`config.mk`:
```
export PLATFORM = sky130hd
export DESIGN_NAME = tone_gen
export DESIGN_NICKNAME = d
export VERILOG_FILES = /design/src/rtl/tone_pkg.sv /design/src/rtl/tone_gen_note_rom.sv /design/src/rtl/tone_gen.sv
export SDC_FILE = /design/constraint.sdc
export NUM_CORES = 1
export LEC_CHECK = 0
export CORE_MARGIN = 2
export CORE_UTILIZATION = 30
export CTS_BUF_LIST = sky130_fd_sc_hd__clkbuf_8
export DETAILED_ROUTE_END_ITERATION = 10
export PLACE_DENSITY_LB_ADDON = 0.1
export SETUP_SLACK_MARGIN = 0.1
export SYNTH_ARGS = -nofsm -noshare
export SYNTH_HDL_FRONTEND = slang
export SYNTH_HIERARCHICAL = 1
export SYNTH_SLANG_ARGS = --single-unit
```
`constraint.sdc`:
```
create_clock -name clk -period 5.16 [get_ports clk]
set_input_delay 1.548 -clock clk [delete_from_list [all_inputs] [get_ports clk]]
set_output_delay 1.548 -clock clk [all_outputs]
set_load 0.1 [all_outputs]
```
`src/rtl/tone_pkg.sv`:
```
// tone_pkg: shared constants and the base half-period table for the tone generator.
package tone_pkg;

    localparam int REST_CODE = 63;
    localparam int MAX_NOTE  = 47;
    localparam int HP_W      = 17;

    // Half-period in clk cycles for semitone i above A3 (220 Hz), rounded to nearest.
    function automatic logic [HP_W-1:0] base_hp(input int clk_hz, input int i);
        real r;
        case (i)
            1:       r = 1.0594630943592953;
            2:       r = 1.1224620483093730;
            3:       r = 1.1892071150027210;
            4:       r = 1.2599210498948732;
            5:       r = 1.3348398541700344;
            6:       r = 1.4142135623730951;
            7:       r = 1.4983070768766815;
            8:       r = 1.5874010519681994;
            9:       r = 1.6817928305074290;
            10:      r = 1.7817974362806785;
            11:      r = 1.8877486253633870;
            default: r = 1.0;
        endcase
        return HP_W'(int'(real'(clk_hz) / (440.0 * r)));
    endfunction

endpackage

```
`src/rtl/tone_gen_note_rom.sv`:
```
// note_rom: maps a note code to its half-period in clk cycles (0 for rest/invalid).
module note_rom
    import tone_pkg::*;
#(
    parameter int CLK_HZ = 50_000_000
) (
    input  logic [5:0]      code,
    output logic [HP_W-1:0] hp
);

    logic [HP_W-1:0] base [12];
    logic [1:0]      oct;
    logic [3:0]      semi;

    for (genvar g = 0; g < 12; g++) begin : g_base
        assign base[g] = base_hp(CLK_HZ, g);
    end

    always_comb begin
        oct  = code >= 6'd36 ? 2'd3 : code >= 6'd24 ? 2'd2 : code >= 6'd12 ? 2'd1 : 2'd0;
        semi = 4'(code - 6'(oct) * 6'd12);
        hp   = code > 6'(MAX_NOTE) ? '0 : base[semi] >> oct;
    end

endmodule

```
`src/rtl/tone_gen.sv`:
```
// tone_gen: square-wave buzzer driver; half-period counter toggles buzz for the current note.
module tone_gen
    import tone_pkg::*;
#(
    parameter int CLK_HZ = 50_000_000
) (
    input  logic       clk,
    input  logic       rst,
    input  logic       en,
    input  logic [5:0] music,
    output logic       buzz,
    output logic       note_on
);

    logic [5:0]      cur_code;
    logic [HP_W-1:0] hp;
    logic [HP_W-1:0] cnt;
    logic [HP_W-1:0] rom_hp;

    note_rom #(.CLK_HZ(CLK_HZ)) u_rom (
        .code (music),
        .hp   (rom_hp)
    );

    // note_on doubles as "cur_code is a valid note" since it is loaded alongside cur_code
    always_ff @(posedge clk) begin
        if (rst || !en) begin
            cur_code <= 6'(REST_CODE);
            hp       <= '0;
            cnt      <= '0;
            buzz     <= 1'b0;
            note_on  <= 1'b0;
        end else if (music != cur_code) begin
            cur_code <= music;
            hp       <= rom_hp;
            cnt      <= '0;
            buzz     <= 1'b0;
            note_on  <= music <= 6'(MAX_NOTE);
        end else if (note_on) begin
            cnt  <= cnt == hp - HP_W'(1) ? '0 : cnt + HP_W'(1);
            buzz <= cnt == hp - HP_W'(1) ? ~buzz : buzz;
        end
    end

endmodule

```
* After elaboration in Yosys (flattened, before gate mapping) *
Memory sizes are Yosys's and may differ from the RTL's.
Index checks and enable logic that the tools add are counted.

storage, ports and cells
  register bits after elaboration = 42
  memory bits (read-only) = 272
  bits of input ports = 9
  output and inout bits = 2
  memories = 1

memories
  name             depth  width  read ports  clocked after memory_dff  write ports  RTL line                 RTL
  (no name shown)  16     17     1           0                         0            tone_gen_note_rom.sv:22  hp = code > 6'(MAX_NOTE) ? '0 : base[semi] >> oct;

operators by class
  add/sub/neg operators = 3
  multiply operators = 1
  order comparisons = 6
  eq/ne operators = 2
  shift operators = 1
  multiplexer cells = 7
  bitwise logic cells = 2
  reductions and logical operators = 4

operator list
  kind                     count
  $mux W17                 4
  $add A17 B1 Y17 const B  1
  $eq A17 B17 Y1           1
  $shr A17 B2 Y17          1
  $sub A17 B1 Y17 const B  1
  $ge A6 B4 Y1 const B     1
  $ge A6 B5 Y1 const B     1
  $ge A6 B6 Y1 const B     1
  $gt A6 B6 Y1 const B     1
  $le A6 B6 Y1 const B     1
  $ne A6 B6 Y1             1
  $ge A5 B5 Y1 const B     1
  $not A4 Y5               1
  $mux W2                  2
  $sub A4 B4 Y4            1
  $mul A2 B1 Y2 const B    1
  $reduce_and A2 Y1        1
  $reduce_or A2 Y1         1
  $logic_not A1 Y1         1
  $logic_or A1 B1 Y1       1
  $mux W1                  1
  $not A1 Y1               1

* Depth between registers and ports, before layout *
Gate-level depths: netlist of run 1.

  depth in word-level cells = 12
  mapped depth = 15

* Modules after synthesis *
Netlist of run 1, hierarchy kept.

by module, submodules not included
  module    times used  cells an instance  area each (um^2)  sequential area each (um^2)
  tone_gen  1           262                2248.4            840.8
  note_rom  1           160                1191.1            0.0

* Worst setup path after synthesis of run 1 *
No wires, ideal clock.

  kind = input-to-reg
  start = input music[3]
  end = register hp[3]
  library setup time = 0.126 ns
  arrival = 4.276 ns
  data required time = 5.034 ns
  setup slack = 0.757 ns
  stages = 15
  path buffers = 4
  cell sequence = buf_2 > and3b_1 > nor3_4 > inv_2 > buf_2 > ha_1 > buf_2 > or4b_4 > o311a_4 > buf_6 > a21o_1 > o22ai_2 > o32ai_1 > mux2i_1 > nor2_1

between the ends
  cells in the longest elaborated chain, start to end = 12
  elaborated cells on any way between the ends = 16

RTL lines
  element                                       RTL line                 RTL
  start, declared                               tone_gen.sv:10           input logic [5:0] music,
  $ge A6 B4 Y1                                  tone_gen_note_rom.sv:20  oct = code >= 6'd36 ? 2'd3 : code >= 6'd24 ? 2'd2 : code >= 6'd12 ? 2'd1 : 2'd0;
  $mux W1                                       tone_gen_note_rom.sv:20
  $mux W2 (2 in series)                         tone_gen_note_rom.sv:20
  $mul A2 B1 Y2                                 tone_gen_note_rom.sv:21  semi = 4'(code - 6'(oct) * 6'd12);
  $sub A4 B4 Y4                                 tone_gen_note_rom.sv:21
  $not A4 Y5 (implied by the code)              tone_gen_note_rom.sv:22
  $mem_v2 Z16 W17                               -
  $mux W17 (implied by the code) (2 in series)  tone_gen_note_rom.sv:22
  $shr A17 B2 Y17                               tone_gen_note_rom.sv:22
  $mux W17 *                                    tone_gen_note_rom.sv:22
  named net rom_hp[3]                           tone_gen.sv:18           logic [HP_W-1:0] rom_hp;
  end signal, assigned                          tone_gen.sv:35           hp <= rom_hp;
  end, declared                                 tone_gen.sv:16           logic [HP_W-1:0] hp;

Mark *: on every way through the listed nets, which the timed path passes. The rest lies on a longest branch. The select of a mux whose other input is x is not followed.
A chain may end at the register's enable or synchronous reset.

* Worst setup path after layout of run 1 *
  start = input music[3]
  end = register hp[1]

The elaborated chain is that of the path after synthesis.

==> results of run 1 <==
worst max-delay path by stage:
stage / startpoint / slack, ns / cells past startpoint / to
final: music[3] / 0.79 / 12 / hp[1]
after global routing: music[3] / 0.51 / 12 / hp[12]
after CTS: music[3] / 0.81 / 12 / hp[1]
after detailed placement: music[3] / 0.46 / 12 / hp[12]
after global placement: music[3] / 0.51 / 12 / hp[12]
after floorplan: music[3] / 0.76 / 15 / hp[3]
power groups by stage:
stage	clock network, W	logic, W	registers (W)
after floorplan	0	0.000240	0.000354
after global placement	0	0.000314	0.000358
after detailed placement	0	0.000313	0.000358
after CTS	0.000248	0.000315	0.000351
after global routing	0.000261	0.000348	0.000353
final	0.000236	0.000317	0.000351
registers in the layout, indices dropped and copies added, names as in the netlist:
signal and cells:
note_on 1, buzz 1, hp 17, cnt 17, cur_code 6
per-stage QoR:
stage	total power (W)	cell area, sq um	cells
after floorplan	0.000593	3440	422
after global placement	0.000672	3670	561
after detailed placement	0.000671	3670	561
after CTS	0.000914	3770	569
after global routing	0.000962	3770	569
final	0.000904	3770	569
cell type report:
type | count | area [sq um]
multi-input combinational | 340 | 2410
fill | 1243 | 7550
inverter | 13 | 48.8
clock buffer | 5 | 68.8
tap | 143 | 179
clock inverter | 3 | 23.8
timing repair buffer | 23 | 198
sequential | 42 | 841
logic make-up (layout without fill, tap and decap cells):
| family | after synthesis | count (layout) | share of synthesized area [%] |
|---|---|---|---|
| simple gates | 168 | 168 | 26.3 |
| xor+xnor | 43 | 43 | 10.9 |
| flops | 42 | 42 | 24.4 |
| fa+ha+maj | 11 | 11 | 3.93 |
| buf+inv | 40 | 44 | 5.57 |
| compound gates | 87 | 87 | 19.6 |
| mux | 31 | 31 | 9.13 |
placed cells by master, fill, tap and decap left out, types with 4 or more instances in the layout:
cell / netlist / routed
sky130_fd_sc_hd__o211ai_1: 4 / 4
sky130_fd_sc_hd__nand2_1: 26 / 26
sky130_fd_sc_hd__buf_4: 2 / 13
sky130_fd_sc_hd__or2_2: 8 / 8
sky130_fd_sc_hd__a21oi_1: 15 / 15
sky130_fd_sc_hd__ha_1: 10 / 10
sky130_fd_sc_hd__and3_1: 5 / 5
sky130_fd_sc_hd__a31oi_1: 4 / 4
sky130_fd_sc_hd__or4_1: 6 / 6
sky130_fd_sc_hd__xor2_1: 20 / 20
sky130_fd_sc_hd__o22ai_1: 7 / 7
sky130_fd_sc_hd__clkdlybuf4s50_1: 0 / 10
sky130_fd_sc_hd__nor2b_1: 11 / 11
sky130_fd_sc_hd__o21ai_0: 10 / 10
sky130_fd_sc_hd__nand4_1: 10 / 10
sky130_fd_sc_hd__nor3_1: 10 / 10
sky130_fd_sc_hd__o31ai_1: 5 / 5
sky130_fd_sc_hd__mux2i_1: 28 / 28
sky130_fd_sc_hd__nor4_1: 6 / 6
sky130_fd_sc_hd__o32ai_1: 4 / 4
sky130_fd_sc_hd__nor2_1: 50 / 50
sky130_fd_sc_hd__inv_1: 12 / 12
sky130_fd_sc_hd__clkbuf_8: 0 / 5
sky130_fd_sc_hd__nand3_1: 13 / 13
sky130_fd_sc_hd__dfxtp_1: 42 / 42
sky130_fd_sc_hd__xnor2_1: 23 / 23
metal layers:
| metal | part of all wire [%] | GRT usage (%) |
|---|---|---|
| met5 | 0 | 0 |
| met4 | 1.4 | 5.51 |
| met3 | 3.3 | 3.01 |
| met2 | 44 | 24.9 |
| met1 | 52 | 22.6 |
worst max-delay path, delay by kind of cell:
family | cells | cell delay, ns
AND/OR/NAND/NOR | 5 | 1.37
buffers and inverters | 2 | 0.54
AO/OA/AOI/OAI | 3 | 0.45
multiplexers | 1 | 0.38
adder cells (fa/ha/maj) | 1 | 0.33
==> impl_table.tex, run 1 <==
\begin{tabular}{lr}
\hline
Metric & Value \\
\hline
\multicolumn{2}{l}{\textbf{Floorplan}} \\
\quad Number of cell rows & 39 \\
\quad I/O Pins & 11 \\
\quad Initial core utilization & 30.4\% \\
\quad Area of the placeable core & 11300 sq um \\
\quad Die extent in x & 111 microns \\
\quad Die area & 12300 sq um \\
\quad Height of the die & 111 microns \\
\multicolumn{2}{l}{\textbf{Pwr}} \\
\quad Register share of total power & 38.8\% \\
\quad P\_leak & around 1.4 nW \\
\quad Pwr per Cell Area & $\sim$240 nW/um\^{}2 \\
\quad Worst IR drop on VDD & 0.0000893 V \\
\quad Switching fraction of total power & between 30\% and 40\% \\
\quad Cell-internal power & between 0.0005 and 0.0006 W \\
\quad Part of the power in the clock network & 26.1\% \\
\quad Net Switching & $\sim$0.00034 W \\
\quad Portion of total power attributed to combinational logic & 35.1\% \\
\multicolumn{2}{l}{\textbf{Worst hold path}} \\
\quad Worst Hold End & buzz \\
\quad Depth of the worst hold-timing path & 2 \\
\quad Min-Delay Startpoint & buzz \\
\quad Tightest Hold Check Type & flop to flop \\
\multicolumn{2}{l}{\textbf{Place}} \\
\quad Number of input and output port buffers inserted & 10 \\
\quad Worst setup slack after placement & roughly 0.46 ns \\
\quad Post-detailed-placement half-perimeter wirelength & 7.04 mm \\
\quad RePlAce Congestion & 0.920 \\
\multicolumn{2}{l}{\textbf{STA}} \\
\quad Final hold violation count & 0 \\
\quad Worst hold margin & around 0.5 ns \\
\quad Normalized max-slew margin & 35.9\% \\
\quad Count of pins over their slew limit & 0 \\
\quad Maximum clock skew at final layout & 0.0173 ns \\
\quad Setup ws final & 0.789 ns \\
\quad Crit path time final & 4.37 ns \\
\quad Max Freq & approximately 230 MHz \\
\quad Final total negative setup slack & 0 ns \\
\quad Setup repair after global routing missed its margin & false \\
\quad Slew at the pin closest to its max-slew limit & roughly 0.96 ns \\
\quad Final worst path period share & 84.7\% \\
\quad Final number of setup-violating endpoints & 0 \\
\multicolumn{2}{l}{\textbf{Global route}} \\
\quad Largest net degree at the start of global routing & 26 \\
\quad Number of antenna violations at the first check in global routing & 0 \\
\quad GRT Total Usage & between 10\% and 20\% \\
\quad Grt total ovfl & 0 \\
\quad First-pass GRT wire length & 16.1 mm \\
\quad Via count of the first global-routing pass & 2987 \\
\multicolumn{2}{l}{\textbf{Synth}} \\
\quad Yosys warning count & 6 \\
\quad Synth unique cells & 76 \\
\quad Post-synthesis instance area & 3440 sq um \\
\quad EDFF count, synth & 0 \\
\quad Mean cell area of the mapped netlist & 8.15 sq um \\
\quad Area share of the leading cell type in the synthesized netlist & $\sim$24\% \\
\quad Syn Inst Count & 422 \\
\quad Ys async rst share & 0\% \\
\quad Library cell with the highest instance count after synthesis & sky130\_fd\_sc\_hd\_\_nor2\_1 \\
\quad Dominant register cell in the synthesized netlist & sky130\_fd\_sc\_hd\_\_dfxtp\_1 \\
\quad Share of synthesized area occupied by flip-flops and latches & 24.4\% \\
\quad Most area-consuming cells after synthesis & sky130\_fd\_sc\_hd\_\_dfxtp\_1, sky130\_fd\_sc\_hd\_\_mux2i\_1, sky130\_fd\_sc\_hd\_\_xnor2\_1 \\
\quad Post-synth top area cell & sky130\_fd\_sc\_hd\_\_dfxtp\_1 \\
\quad \#FFs+latches synth & 42 \\
\quad Total nets after synthesis & 441 \\
\quad Top cells by instance count after synthesis & sky130\_fd\_sc\_hd\_\_nor2\_1, sky130\_fd\_sc\_hd\_\_dfxtp\_1, sky130\_fd\_sc\_hd\_\_mux2i\_1 \\
\multicolumn{2}{l}{\textbf{Critical path}} \\
\quad Critical path's slowest cell & sky130\_fd\_sc\_hd\_\_or4b\_4 \\
\quad Worst setup EP type & flop \\
\quad Reg2reg start & hp[0] \\
\quad CP Launch Type & input port \\
\quad Category of the critical setup timing path & input port to flop \\
\quad Setup slack of the most critical reg-to-reg path & 1.77 ns \\
\quad Data required time of the critical path & 5.42 ns \\
\quad Cell count of the worst reg-to-reg path & 9 \\
\quad Critical path arrival & 4.63 ns \\
\quad Critical register-to-register path endpoint & cnt[3] \\
\quad Max stage delay on crit path & 0.55 ns \\
\quad Critical path fanouts, max & 12 \\
\quad Cell Chain, Critical Path & clkdlybuf4s50\_1 > and3b\_1 > nor3\_4 > inv\_2 > ha\_1 > or4b\_4 > o311a\_4 > nand2\_2 > mux2\_2 > o32ai\_1 > a21oi\_1 > nor2\_1 \\
\multicolumn{2}{l}{\textbf{Finish}} \\
\quad Number of diodes added for antenna fixing & 0 \\
\quad Share of cells above drive strength 1 & 11.5\% \\
\quad Number of nets at the end of the flow & 444 \\
\quad Layout overhead on the synthesized area & 9.49\% \\
\quad Utilization after layout & around 33\% \\
\multicolumn{2}{l}{\textbf{Clocking}} \\
\quad Clock root cell & sky130\_fd\_sc\_hd\_\_clkbuf\_8 \\
\quad CTS Buffer Depth & 2 \\
\quad Clock tree from TritonCTS & yes \\
\quad Cts repair resizes & 0 \\
\quad Setup bufs post-CTS & 0 \\
\quad Register clock-pin slew on the reported worst setup and hold paths & approximately 0.090 ns \\
\quad Total clock sinks & 42 \\
\quad \# hold bufs at CTS & 0 \\
\quad Worst-Skew Late Latency & 0.32 ns \\
\quad Clock H-tree levels & 2 \\
\quad CTS buffer count & 5 \\
\multicolumn{2}{l}{\textbf{Job}} \\
\quad Max Cap Violations & 0 \\
\multicolumn{2}{l}{\textbf{Route}} \\
\quad DRC violation count after routing & 0 \\
\quad Detail Route Antenna Nets & 0 \\
\quad First-iteration detailed-routing DRC count & 186 \\
\quad Via density per instance & 5.38 \\
\quad Via Count & 3060 \\
\quad Average wire per standard cell & 16.7 microns \\
\quad Number of detailed-routing iterations run before antenna repair & 4 \\
\quad Overall routed net length & 9.50 mm \\
\multicolumn{2}{l}{\textbf{Outcome}} \\
\quad Result of the run & finished clean \\
\hline
\end{tabular}
(Power assumes the default switching activity.)
==> inputs of run 2 (changes only) <==
==> constraint.sdc (replaced) <==
create_clock -name clk -period 3.9 [get_ports clk]
set_input_delay 1.17 -clock clk [delete_from_list [all_inputs] [get_ports clk]]
set_output_delay 1.17 -clock clk [all_outputs]
set_load 0.1 [all_outputs]
==> impl_table.tex, run 2 (synthesized netlist as in run 1, its figures left out) <==
\begin{tabular}{lr}
\hline
Metric & Value \\
\hline
\multicolumn{2}{l}{\textbf{Outcome}} \\
\quad Result of the run & finished clean \\
\multicolumn{2}{l}{\textbf{Pwr}} \\
\quad P\_leak & 1.65 nW (+17\%) \\
\quad Part of the power in the clock network & 30.8\% (+4.7 points) \\
\quad Register share of total power & 33.4\% (-5.4 points) \\
\quad Pwr per Cell Area & 332 nW/um\^{}2 (+38\%) \\
\quad Cell-internal power & 0.000949 W (+68\%) \\
\quad Net Switching & 0.000437 W (+29\%) \\
\quad Portion of total power attributed to combinational logic & 35.7\% (+0.6 points) \\
\quad Switching fraction of total power & 31.5\% (-5.9 points) \\
\quad Worst IR drop on VDD & 0.000202 V (+130\%) \\
\multicolumn{2}{l}{\textbf{Global route}} \\
\quad Met3 GRT Util & 2.90\% (-0.11 points) \\
\quad Met1 Track Usage GR & 21.9\% (-0.77 points) \\
\quad Largest net degree at the start of global routing & 26 (unchanged) \\
\quad Grt total ovfl & 0 (unchanged) \\
\quad Number of antenna violations at the first check in global routing & 0 (unchanged) \\
\quad Most utilized layer in the global route result & met2 \\
\quad Met2 usage & 24.7\% (-0.25 points) \\
\quad GRT Total Usage & 15.6\% (-0.59 points) \\
\quad First-pass GRT wire length & 15.7 mm (-2.2\%) \\
\quad Via count of the first global-routing pass & 3087 (+3.3\%) \\
\multicolumn{2}{l}{\textbf{STA}} \\
\quad Slew at the pin closest to its max-slew limit & 0.841 ns (-0.118 ns) \\
\quad Max Freq & 281 MHz \\
\quad Final worst path period share & 91.3\% \\
\quad Setup repair after global routing missed its margin & false \\
\quad Normalized max-slew margin & 42.4\% (+6.5 points) \\
\quad Count of pins over their slew limit & 0 (unchanged) \\
\quad Maximum clock skew at final layout & 0.00630 ns (-0.0110 ns) \\
\quad Setup ws final & 0.338 ns (-0.451 ns) \\
\quad Crit path time final & 3.56 ns \\
\quad Final number of setup-violating endpoints & 0 (unchanged) \\
\quad Final hold violation count & 0 (unchanged) \\
\multicolumn{2}{l}{\textbf{Critical path}} \\
\quad Critical path fanouts, max & 7 (-5) \\
\quad Crit path to & hp[10] \\
\quad Critical register-to-register path endpoint & buzz \\
\quad Reg2reg start & hp[0] \\
\quad Data required time of the critical path & 4.09 ns (-1.33 ns) \\
\quad Worst setup EP type & flop \\
\quad Cell count of the worst reg-to-reg path & 9 (unchanged) \\
\quad Cell Chain, Critical Path & clkdlybuf4s50\_1 > o21a\_4 > nor3\_4 > inv\_2 > ha\_4 > or4b\_4 > o311a\_4 > nand2\_4 > buf\_12 > mux2i\_4 > o221ai\_1 > mux2i\_1 > nor2\_1 \\
\quad Critical path's slowest cell & sky130\_fd\_sc\_hd\_\_or4b\_4 \\
\quad Critical path arrival & 3.75 ns (-0.88 ns) \\
\quad Category of the critical setup timing path & input port to flop \\
\quad Setup slack of the most critical reg-to-reg path & 0.80 ns (-0.97 ns) \\
\quad Worst Setup SP & music[5] \\
\quad Max stage delay on crit path & 0.59 ns (+0.04 ns) \\
\quad CP Launch Type & input port \\
\multicolumn{2}{l}{\textbf{Route}} \\
\quad First-iteration detailed-routing DRC count & 260 (+40\%) \\
\quad Via Count & 3195 (+4.4\%) \\
\quad Detail Route Antenna Nets & 0 (unchanged) \\
\quad Overall routed net length & 9.53 mm (+0.32\%) \\
\quad Via density per instance & 5.33 (-0.98\%) \\
\quad Average wire per standard cell & 15.9 microns (-4.9\%) \\
\quad Number of detailed-routing iterations run before antenna repair & 4 (unchanged) \\
\quad DRC violation count after routing & 0 (unchanged) \\
\multicolumn{2}{l}{\textbf{Finish}} \\
\quad Number of nets at the end of the flow & 475 (+7.0\%) \\
\quad Leading cell type in the layout, fill and taps excluded & sky130\_fd\_sc\_hd\_\_nor2\_1 \\
\quad Number of diodes added for antenna fixing & 0 (unchanged) \\
\quad Register area & 841 sq um (unchanged) \\
\quad Commonest cells after routing, fill and taps aside & sky130\_fd\_sc\_hd\_\_nor2\_1, sky130\_fd\_sc\_hd\_\_buf\_4, sky130\_fd\_sc\_hd\_\_dfxtp\_1, sky130\_fd\_sc\_hd\_\_nand2\_1, sky130\_fd\_sc\_hd\_\_mux2i\_1 \\
\quad Area of combinational cells with multiple inputs & 2510 sq um (+4.4\%) \\
\quad Share of cells above drive strength 1 & 20.6\% (+9.1 points) \\
\quad Fill cell count & 1206 (-3.0\%) \\
\quad Layout overhead on the synthesized area & 21.4\% \\
\quad Top flop regs & cnt x17, hp x17, cur\_code x6 \\
\quad Utilization after layout & 36.9\% (+3.6 points) \\
\multicolumn{2}{l}{\textbf{Floorplan}} \\
\quad Number of cell rows & 39 (unchanged) \\
\quad Die extent in x & 111 microns (unchanged) \\
\quad I/O Pins & 11 (unchanged) \\
\quad Die area & 12300 sq um (unchanged) \\
\quad Area of the placeable core & 11300 sq um (unchanged) \\
\quad Initial core utilization & 30.4\% (unchanged) \\
\quad Height of the die & 111 microns (unchanged) \\
\multicolumn{2}{l}{\textbf{Place}} \\
\quad Post-detailed-placement half-perimeter wirelength & 7.31 mm (+3.8\%) \\
\quad RePlAce Congestion & 0.853 (-7.3\%) \\
\quad Number of input and output port buffers inserted & 10 (unchanged) \\
\quad Worst setup slack after placement & -0.159 ns (-0.622 ns) \\
\multicolumn{2}{l}{\textbf{Clocking}} \\
\quad CTS buffer count & 5 (unchanged) \\
\quad Worst-Skew Late Latency & 0.30 ns (-0.02 ns) \\
\quad \# hold bufs at CTS & 0 (unchanged) \\
\quad Clock root cell & sky130\_fd\_sc\_hd\_\_clkbuf\_8 \\
\quad CTS Buffer Depth & 2 (unchanged) \\
\quad Total clock sinks & 42 (unchanged) \\
\quad Clock tree from TritonCTS & yes \\
\quad Clock H-tree levels & 2 (unchanged) \\
\quad Register clock-pin slew on the reported worst setup and hold paths & 0.08 ns (about the same) \\
\multicolumn{2}{l}{\textbf{Job}} \\
\quad Max Cap Violations & 0 (unchanged) \\
\multicolumn{2}{l}{\textbf{Worst hold path}} \\
\quad Tightest Hold Check Type & flop to flop \\
\hline
\end{tabular}
## run 2: through the flow
stage          hold WS [ns]  setup TNS, ns  cells  area [sq um]  power [W]
3_3_place_gp          0.474          -1.39    590          3930   0.000940
6_report              0.496              0    600          4180    0.00139
2_1_floorplan         0.471       -0.00153    422          3480   0.000792
4_1_cts               0.500              0    598          4070    0.00138
3_5_place_dp          0.486          -1.90    590          3930   0.000939
5_1_grt               0.532              0    600          4180    0.00147
## run 2: cell type report
class                   instances  area share [%]
well taps                     143            4.29
flip-flops and latches         42            20.1
multi-input cells             341            60.2
clock buffers                   6            1.98
clock inverters                 2            1.44
repair buffers                 53            10.8
inverters                      13            1.17
## run 2: worst min path at each step
| stage | startpoint | end | cells after the start |
|---|---|---|---|
| floorplan | cnt[1] | cnt[1] | 2 |
| global placement | buzz | buzz | 2 |
| detailed placement | buzz | buzz | 2 |
| CTS | buzz | buzz | 2 |
| global route | buzz | buzz | 2 |
| finish | buzz | buzz | 2 |
## run 2: critical path: cells and delay by family
kind / cells / cell delay (ns)
AO/OA/AOI/OAI: 3 / 0.48
multiplexers: 2 / 0.38
adder cells (fa/ha/maj): 1 / 0.17
AND/OR/NAND/NOR: 4 / 0.88
buffers and inverters: 3 / 0.66
## run 2: per-layer routing
layer / up-vias / part of all wire [%]
li1: 1607 / -
met1: 1515 / 49
met2: 61 / 45
met3: 12 / 5.0
met4: 0 / 1.0
met5: - / 0
## run 2: power groups by stage
stage                     Clock, W  Combinational (W)  Sequential [W]
after CTS                 0.000445           0.000468        0.000464
final                     0.000428           0.000496        0.000463
after global routing      0.000465           0.000543        0.000467
after detailed placement         0           0.000465        0.000474
after global placement           0           0.000466        0.000474
after floorplan                  0           0.000324        0.000468
## run 2: timing repair
| item | in CTS | in global routing |
|---|---|---|
| endpoints found under the setup margin | 0 | 15 |
| resized for setup | 0 | 20 |
| hold endpoints to repair | 0 | 0 |
| setup buffers | 0 | 1 |
==> inputs of run 3 (changes only) <==
--- a/config.mk
+++ b/config.mk
@@ -9,7 +9,6 @@
 export CORE_UTILIZATION = 30
 export CTS_BUF_LIST = sky130_fd_sc_hd__clkbuf_8
 export DETAILED_ROUTE_END_ITERATION = 10
-export PLACE_DENSITY_LB_ADDON = 0.1
 export SETUP_SLACK_MARGIN = 0.1
 export SYNTH_ARGS = -nofsm -noshare
 export SYNTH_HDL_FRONTEND = slang
==> impl_table.tex, run 3 (synthesized netlist as in run 1, its figures left out) <==
\begin{tabular}{lr}
\hline
Metric & Value \\
\hline
\multicolumn{2}{l}{\textbf{Finish}} \\
\quad Number of diodes added for antenna fixing & 0 (unchanged) \\
\quad Number of nets at the end of the flow & 469 (-1.3\%) \\
\quad Area of combinational cells with multiple inputs & 2450 sq um (-2.6\%) \\
\quad Cell Count, Final, Fillers Out & 594 (-1.0\%) \\
\quad Leading cell type in the layout, fill and taps excluded & sky130\_fd\_sc\_hd\_\_nor2\_1 \\
\quad Post-layout instance area & 4010 sq um (-4.0\%) \\
\quad Register area & 841 sq um (unchanged) \\
\quad Top flop regs & cnt x17, hp x17, cur\_code x6 \\
\quad Commonest cells after routing, fill and taps aside & sky130\_fd\_sc\_hd\_\_nor2\_1, sky130\_fd\_sc\_hd\_\_dfxtp\_1, sky130\_fd\_sc\_hd\_\_buf\_4, sky130\_fd\_sc\_hd\_\_mux2i\_1, sky130\_fd\_sc\_hd\_\_nand2\_1 \\
\quad Layout overhead on the synthesized area & 16.6\% \\
\quad Share of cells above drive strength 1 & 17.7\% (-2.8 points) \\
\quad Fill cell count & 1175 (-2.6\%) \\
\multicolumn{2}{l}{\textbf{Floorplan}} \\
\quad Area of the placeable core & 11300 sq um (unchanged) \\
\quad Die area & 12300 sq um (unchanged) \\
\quad Height of the die & 111 microns (unchanged) \\
\quad Die extent in x & 111 microns (unchanged) \\
\quad I/O Pins & 11 (unchanged) \\
\quad Number of cell rows & 39 (unchanged) \\
\quad Initial core utilization & 30.4\% (unchanged) \\
\multicolumn{2}{l}{\textbf{Global route}} \\
\quad Met1 Track Usage GR & 19.8\% (-2.0 points) \\
\quad Most utilized layer in the global route result & met2 \\
\quad Met3 GRT Util & 1.64\% (-1.3 points) \\
\quad Number of antenna violations at the first check in global routing & 0 (unchanged) \\
\quad Via count of the first global-routing pass & 3072 (-0.49\%) \\
\quad Grt total ovfl & 0 (unchanged) \\
\quad Largest net degree at the start of global routing & 26 (unchanged) \\
\quad First-pass GRT wire length & 15.0 mm (-4.7\%) \\
\quad Met2 usage & 24.1\% (-0.61 points) \\
\quad GRT Total Usage & 14.2\% (-1.3 points) \\
\multicolumn{2}{l}{\textbf{Place}} \\
\quad RePlAce Congestion & 0.844 (-1.0\%) \\
\quad Post-detailed-placement half-perimeter wirelength & 6.78 mm (-7.2\%) \\
\quad Number of input and output port buffers inserted & 10 (unchanged) \\
\quad Cells after DPL & 586 (-0.68\%) \\
\quad DP Area & 3890 sq um (-1.0\%) \\
\multicolumn{2}{l}{\textbf{Route}} \\
\quad DRC violation count after routing & 0 (unchanged) \\
\quad Number of detailed-routing iterations run before antenna repair & 5 (+1) \\
\quad Via density per instance & 5.37 (+0.79\%) \\
\quad First-iteration detailed-routing DRC count & 215 (-17\%) \\
\quad Via Count & 3188 (-0.22\%) \\
\quad Average wire per standard cell & 14.8 microns (-6.7\%) \\
\quad Overall routed net length & 8.81 mm (-7.6\%) \\
\quad Detail Route Antenna Nets & 0 (unchanged) \\
\multicolumn{2}{l}{\textbf{STA}} \\
\quad Max Freq & 278 MHz (-0.88\%) \\
\quad Final total negative setup slack & 0 ns (unchanged) \\
\quad Count of pins over their slew limit & 0 (unchanged) \\
\quad Crit path time final & 3.59 ns (+0.0318 ns) \\
\quad Maximum clock skew at final layout & 0.00706 ns (+0.000754 ns) \\
\quad Final hold violation count & 0 (unchanged) \\
\quad Final worst path period share & 92.1\% (+0.81 points) \\
\quad Setup repair after global routing missed its margin & false \\
\quad Worst hold margin & 0.490 ns (-0.00568 ns) \\
\quad Final number of setup-violating endpoints & 0 (unchanged) \\
\quad Normalized max-slew margin & 35.4\% (-7.0 points) \\
\quad Slew at the pin closest to its max-slew limit & 0.967 ns (+0.126 ns) \\
\multicolumn{2}{l}{\textbf{Worst hold path}} \\
\quad Tightest Hold Check Type & flop to flop \\
\quad Depth of the worst hold-timing path & 2 (unchanged) \\
\quad Min-Delay Startpoint & buzz \\
\quad Worst Hold End & buzz \\
\multicolumn{2}{l}{\textbf{Critical path}} \\
\quad CP Launch Type & input port \\
\quad Critical register-to-register path endpoint & cnt[15] \\
\quad Category of the critical setup timing path & input port to flop \\
\quad Worst setup EP type & flop \\
\quad Cell count of the worst reg-to-reg path & 9 (unchanged) \\
\quad Critical path's slowest cell & sky130\_fd\_sc\_hd\_\_clkdlybuf4s50\_1 \\
\quad Critical path fanouts, max & 4 (-3) \\
\quad Setup slack of the most critical reg-to-reg path & 0.59 ns (-0.21 ns) \\
\quad Critical path arrival & 3.83 ns (+0.08 ns) \\
\quad Reg2reg start & hp[0] \\
\quad Number of buffers and inverters on the critical path & 4 (+1) \\
\quad Max stage delay on crit path & 0.45 ns (-0.14 ns) \\
\quad CP top delay family & simple AND/OR/NAND/NOR gates \\
\quad Data required time of the critical path & 4.14 ns (+0.05 ns) \\
\quad Cell Chain, Critical Path & clkdlybuf4s50\_1 > o21a\_4 > nor3\_4 > inv\_2 > ha\_4 > buf\_4 > nor2b\_1 > a221oi\_1 > buf\_4 > nor3\_1 > nor3\_1 > o32ai\_1 > a21oi\_1 > nor2\_1 \\
\multicolumn{2}{l}{\textbf{Pwr}} \\
\quad P\_leak & 1.57 nW (-4.6\%) \\
\quad Net Switching & 0.000416 W (-5.0\%) \\
\quad Pwr per Cell Area & 303 nW/um\^{}2 (-8.8\%) \\
\quad Portion of total power attributed to combinational logic & 37.8\% (+2.1 points) \\
\quad Cell-internal power & 0.000800 W (-16\%) \\
\quad Part of the power in the clock network & 24.0\% (-6.8 points) \\
\quad Switching fraction of total power & 34.2\% (+2.7 points) \\
\quad Worst IR drop on VDD & 0.000129 V (-36\%) \\
\quad Register share of total power & 38.2\% (+4.8 points) \\
\multicolumn{2}{l}{\textbf{Clocking}} \\
\quad CTS buffer count & 5 (unchanged) \\
\quad Clock root cell & sky130\_fd\_sc\_hd\_\_clkbuf\_8 \\
\quad Total clock sinks & 42 (unchanged) \\
\quad Worst-Skew Late Latency & 0.29 ns (about the same) \\
\quad Clock H-tree levels & 2 (unchanged) \\
\quad Clock tree from TritonCTS & yes \\
\quad \# hold bufs at CTS & 0 (unchanged) \\
\quad Register clock-pin slew on the reported worst setup and hold paths & 0.08 ns (about the same) \\
\quad CTS Buffer Depth & 2 (unchanged) \\
\multicolumn{2}{l}{\textbf{Job}} \\
\quad Max Cap Violations & 0 (unchanged) \\
\multicolumn{2}{l}{\textbf{Outcome}} \\
\quad Result of the run & finished clean \\
\hline
\end{tabular}
[run 3: tightest hold or removal path, cell delays in order (launching register included)]
cell	delay (ns)
sky130_fd_sc_hd__dfxtp_1	0.33
sky130_fd_sc_hd__o31ai_1	0.06
sky130_fd_sc_hd__a21oi_1	0.06
[run 3: final cells by class]
cell class,instances,area share [%]
Clock buffer,6,2.06
Tap cell,143,4.46
Timing Repair Buffer,48,9.95
Inverter,13,1.22
Multi-Input combinational cell,340,61.0
Sequential cell,42,21.0
Clock inverter,2,0.312
[run 3: power by group through the flow]
stage | Sequential (W) | Combinational [W] | Clock [W]
6_report | 0.000464 | 0.000460 | 0.000292
5_1_grt | 0.000466 | 0.000503 | 0.000317
4_1_cts | 0.000464 | 0.000452 | 0.000300
3_5_place_dp | 0.000474 | 0.000448 | 0
3_3_place_gp | 0.000473 | 0.000445 | 0
2_1_floorplan | 0.000468 | 0.000324 | 0
[run 3: what timing repair did]
| action | in CTS | in global routing |
|---|---|---|
| endpoints found under the hold margin | 0 | 0 |
| gates resized for setup | 2 | 5 |
| pin swaps | 0 | 0 |
| buffers inserted | 0 | 0 |
| setup endpoints to repair | 2 | 14 |
[run 3: layer usage]
layer	vias to the layer above	part of all wire (%)	wire, microns
li1	1591	-	-
met1	1521	48	4260
met2	67	47	4120
met3	9	3.9	341
met4	0	1.0	91
met5	-	0	0
[run 3: metrics by stage]
| step | utilization, % | total power (W) | worst slack [ns] |
|---|---|---|---|
| 2_1_floorplan | - | 0.000792 | -0.00153 |
| 3_3_place_gp | 34.4 | 0.000918 | -0.129 |
| 3_5_place_dp | 34.4 | 0.000922 | -0.233 |
| 4_1_cts | 35.2 | 0.00122 | 0.137 |
| 5_1_grt | 35.4 | 0.00129 | 0.150 |
| 6_report | 35.4 | 0.00122 | 0.307 |
[run 3: worst max-delay path by stage]
stage | cells past startpoint | start | to | slack, ns
2_1_floorplan | 15 | music[3] | hp[3] | -0.002
3_3_place_gp | 13 | music[3] | hp[10] | -0.13
3_5_place_dp | 13 | music[3] | hp[10] | -0.23
4_1_cts | 13 | music[4] | hp[10] | 0.14
5_1_grt | 15 | music[5] | hp[6] | 0.15
6_report | 14 | music[5] | hp[1] | 0.31
